File: config.mk
export PLATFORM = sky130hd
export DESIGN_NAME = alu_issue_ctrl
export DESIGN_NICKNAME = d
export VERILOG_FILES = /design/src/rtl/alu_issue_ctrl.sv
export SDC_FILE = /design/constraint.sdc
export NUM_CORES = 1
export LEC_CHECK = 0
export ABC_CLOCK_PERIOD_IN_PS = 2700
export BUFFER_PORTS_ARGS = -buffer_cell sky130_fd_sc_hd__buf_2
export CORE_MARGIN = 4
export CORE_UTILIZATION = 57
export CTS_BUF_LIST = sky130_fd_sc_hd__clkbuf_16
export DETAILED_ROUTE_END_ITERATION = 16
export GPL_ROUTABILITY_DRIVEN = 0
export GPL_TIMING_DRIVEN = 1
export PLACE_DENSITY = 0.8
export RECOVER_POWER = 100
export SLEW_MARGIN = 15
export SYNTH_ARGS = -nofsm -noshare
export SYNTH_HDL_FRONTEND = slang
export SYNTH_SLANG_ARGS = --single-unit
File: constraint.sdc
create_clock -name clk -period 2.7 [get_ports clk]
set_clock_uncertainty 0.15 [all_clocks]
set_input_delay 0.27 -clock clk [delete_from_list [all_inputs] [get_ports clk]]
set_output_delay 0.27 -clock clk [all_outputs]
set_load 0.005 [all_outputs]
File: src/rtl/alu_issue_ctrl.sv
// Issue controller for a combinational 8-bit ALU: latches one instruction, drives the
// ALU for a single EXEC cycle, writes the result back and offers it on a valid/ready port.
module alu_issue_ctrl #(
  parameter int CARRY_CHAIN = 1,
  parameter int NREG        = 4
) (
  input  logic        clk,
  input  logic        rst_n,
  input  logic        in_valid,
  output logic        in_ready,
  input  logic [15:0] in_instr,
  output logic [7:0]  alu_a,
  output logic [7:0]  alu_b,
  output logic [3:0]  alu_op,
  output logic        alu_f,
  input  logic [7:0]  alu_r,
  input  logic        alu_d,
  output logic        out_valid,
  input  logic        out_ready,
  output logic [7:0]  out_data,
  output logic        out_carry,
  output logic        busy
);

  localparam int DATA_W = 8;

  typedef enum logic [1:0] {
    IDLE = 2'd0,
    EXEC = 2'd1,
    WB   = 2'd2
  } state_t;

  state_t            state;
  logic [DATA_W-1:0] regs [NREG];
  logic              carry;
  logic [1:0]        rd;

  always_ff @(posedge clk or negedge rst_n) begin
    if (!rst_n) begin
      state     <= IDLE;
      for (int i = 0; i < NREG; i++) regs[i] <= '0;
      carry     <= 1'b0;
      rd        <= 2'd0;
      in_ready  <= 1'b0;
      busy      <= 1'b0;
      alu_a     <= '0;
      alu_b     <= '0;
      alu_op    <= '0;
      alu_f     <= 1'b0;
      out_valid <= 1'b0;
      out_data  <= '0;
      out_carry <= 1'b0;
    end else begin
      case (state)
        IDLE: begin
          // in_ready comes up one clock after reset release; only a handshake is accepted
          in_ready <= 1'b1;
          if (in_valid && in_ready) begin
            state    <= EXEC;
            in_ready <= 1'b0;
            busy     <= 1'b1;
            rd       <= in_instr[11:10];
            alu_a    <= regs[in_instr[9:8]];
            alu_b    <= in_instr[7:0];
            alu_op   <= in_instr[15:12];
            alu_f    <= (CARRY_CHAIN != 0) ? carry : 1'b0;
          end
        end
        EXEC: begin
          // ALU was read from the old register value; the write lands here, after the read
          state     <= WB;
          regs[rd]  <= alu_r;
          carry     <= alu_d;
          out_data  <= alu_r;
          out_carry <= alu_d;
          out_valid <= 1'b1;
        end
        WB: begin
          if (out_ready) begin
            state     <= IDLE;
            out_valid <= 1'b0;
            in_ready  <= 1'b1;
            busy      <= 1'b0;
          end
        end
        default: begin
          state    <= IDLE;
          in_ready <= 1'b0;
          busy     <= 1'b0;
        end
      endcase
    end
  end

endmodule

==> results.json <==
{
  "dr.pass1.iters": 4,
  "nFillCells": 345,
  "multiInputGateArea_mm2": 0.00103,
  "grt_max_degree": 23,
  "startpoint_type": "flip-flop",
  "postSynthAreaPerCell_um2": 16.9,
  "fin_area_mm2": 0.00345,
  "cts_buffers": 9,
  "grt_setup_unrepaired": "false",
  "internal-power_w": 0.00303,
  "hold_slack_ns": 0.0122,
  "placed_cell_area_mm2": 0.00321,
  "row_count": 25,
  "crit_family": "simple AND/OR/NAND/NOR gates",
  "finish.utilization_pct": 72.6,
  "synth_cell_types": 18,
  "cellPowerDensity_mw_per_mm2": 1220,
  "sequentialPowerShare_pct": 44.4,
  "holdBufCountCts": 1,
  "cp-end-kind": "flip-flop",
  "p_switching_w": 0.00118,
  "period_minus_slack_ns": 2.07,
  "fin_nets": 268,
  "viasPerCell": 5.42,
  "max_cap_violations": 0,
  "crit_end": "regs[19]",
  "synth-seq-cells": 69,
  "grt_pass1_vias": 1767,
  "cp_slowest_cell": "nor3b_2",
  "initial_core_util_pct": 59.6,
  "antenna_cells": 0,
  "synth_warnings": 0,
  "hold_class": "in2reg",
  "ir_drop_uv": 711,
  "htree_levels": 3,
  "status": "completed",
  "io_pins": 62,
  "cpPeakStageDelay_ns": 0.67,
  "setup-violations-final": 0,
  "swShare_pct": 28.1,
  "dr_total_vias": 1687,
  "cts.sinks": 69,
  "die_height_um": 78.5,
  "cts_root_buf": "clkbuf_16",
  "detailed_place_hpwl_um": 3730,
  "clockBufferDepth": 2,
  "cts_setup_buffers": 0,
  "reg2reg_from": "state[1]",
  "core_mm2": 0.00475,
  "path_max_fanout": 13,
  "hold_violations": 0,
  "path_depth": 3,
  "grt_usage_pct": 20.5,
  "worstPathCellList": "nand2b_4 -> nor3b_2 -> mux2_2",
  "required_ns": 2.75,
  "regArea_mm2": 0.00173,
  "r2r_slack_ns": 0.63,
  "drt_iter0_drc": 69,
  "syn_inst": 168,
  "ys_seq_area_share_pct": 61.0,
  "die_area_mm2": 0.00616,
  "wl_um": 5560,
  "crit_arrival_ns": 2.12,
  "wl_per_cell_um": 17.9,
  "cp_num_buf_inv": 0,
  "syn_area_mm2": 0.00283,
  "period_share_pct": 76.6,
  "die_w_um": 78.5,
  "reg2reg_depth": 3,
  "drc": 0,
  "clkTransAtPathRegs_ns": 0.05,
  "startpoint": "state[1]",
  "cts_resized": 0,
  "grt_first_pass_wirelength_um": 9360,
  "ant_nets": 0,
  "syn_nets": 197,
  "antenna_found_initial": 0,
  "areaGrowthSynthToFinish_pct": 21.9,
  "relSlewSlack_pct": 42.7,
  "io_buffers": 61,
  "power.share.combinational_pct": 29.3,
  "cts_tree": "done",
  "drive_gt1_share_pct": 56.1,
  "drv_slew": 0,
  "grt_remaining_overflow": 0,
  "leakagePower_nw": 1.55,
  "setup-tns-final_ns": 0,
  "p_clk_share_pct": 26.2,
  "fmax_ghz": 0.483,
  "worst_slew_pin_slew_ns": 0.859,
  "crit_type": "reg2reg",
  "finalPower_w": 0.00421,
  "r2r-end": "regs[19]",
  "insertion_delay_ns": 0.32
}
## final cells by class
cell class,instances,area share (%)
Clock inverter,7,1.63
Multi-Input combinational cell,90,29.8
Clock buffer,9,6.53
Tap cell,67,2.43
Inverter,3,0.326
Timing Repair Buffer,66,9.28
Sequential cell,69,50.0
## worst min-delay path by stage
stage / startpoint / endpoint / slack, ns / cells after the start
after global placement: rst_n / carry / 0.04 / 1
after detailed placement: rst_n / carry / 0.05 / 1
after floorplan: rst_n / alu_a[0] / -0.18 / 0
final: in_instr[14] / alu_op[2] / 0.01 / 2
after global routing: in_instr[14] / alu_op[2] / 0.003 / 2
after CTS: in_instr[14] / alu_op[2] / 0.007 / 2
## power groups by stage
stage          Clock [W]  Combinational, W  Sequential, W
6_report         0.00110           0.00124        0.00187
5_1_grt          0.00117           0.00136        0.00193
4_1_cts          0.00112           0.00131        0.00189
3_5_place_dp           0           0.00130        0.00189
3_3_place_gp           0           0.00126        0.00186
2_1_floorplan          0          0.000873        0.00183
## metrics by stage
stage	cells	setup slack (ns)
detailed placement	294	0.756
CTS	311	0.730
global placement	294	0.809
floorplan	168	1.08
global route	311	0.354
finish	311	0.632
## cell usage after synthesis
master / count / area share, %
dfrtp_1: 69 / 61
nand2b_4: 1 / 0.49
nor3_4: 2 / 1.1
nand4b_2: 1 / 0.53
clkbuf_1: 1 / 0.13
a221oi_1: 1 / 0.31
buf_4: 3 / 0.80
mux2_2: 63 / 25
nor3b_4: 2 / 1.3
buf_2: 2 / 0.35
a21oi_1: 1 / 0.18
a31oi_1: 1 / 0.22
nor2_1: 2 / 0.27
mux2_1: 1 / 0.40
inv_1: 3 / 0.40
nand2_1: 4 / 0.53
mux4_2: 8 / 6.4
o21ai_0: 3 / 0.53
## kinds of logic after synthesis
family,after synthesis,synth area share [%]
buf+inv,9,1.68
flops,69,61.0
simple gates,12,4.29
compound gates,6,1.24
mux,72,31.8
## sequential cells by signal (all words and copies together), names as in the netlist, 2 cells and up
signal	cells
alu_a	8
regs	32
alu_op	4
alu_b	8
out_data	8
rd	2
state	2
## metal layers
metal | vias up | global-route usage, % | share of wire (%) | wire length, um
li1 | 761 | - | - | -
met2 | 58 | 32.6 | 50 | 2800
met5 | - | 0 | 0 | 0
met1 | 861 | 26.3 | 42 | 2360
met4 | 0 | 8.39 | 0.95 | 53
met3 | 7 | 6.08 | 6.3 | 348
## cells in the final DEF, fill, tap and decap left out, types with 2 or more instances in the layout
cell,n
buf_4,2
clkinv_2,3
nand2_1,4
inv_1,3
dfrtp_1,69
clkinv_1,3
mux2_2,63
clkbuf_1,16
nor2_1,2
o21ai_0,3
mux4_2,8
buf_2,46
clkbuf_16,9
Power figures use the tool's default switching activity.
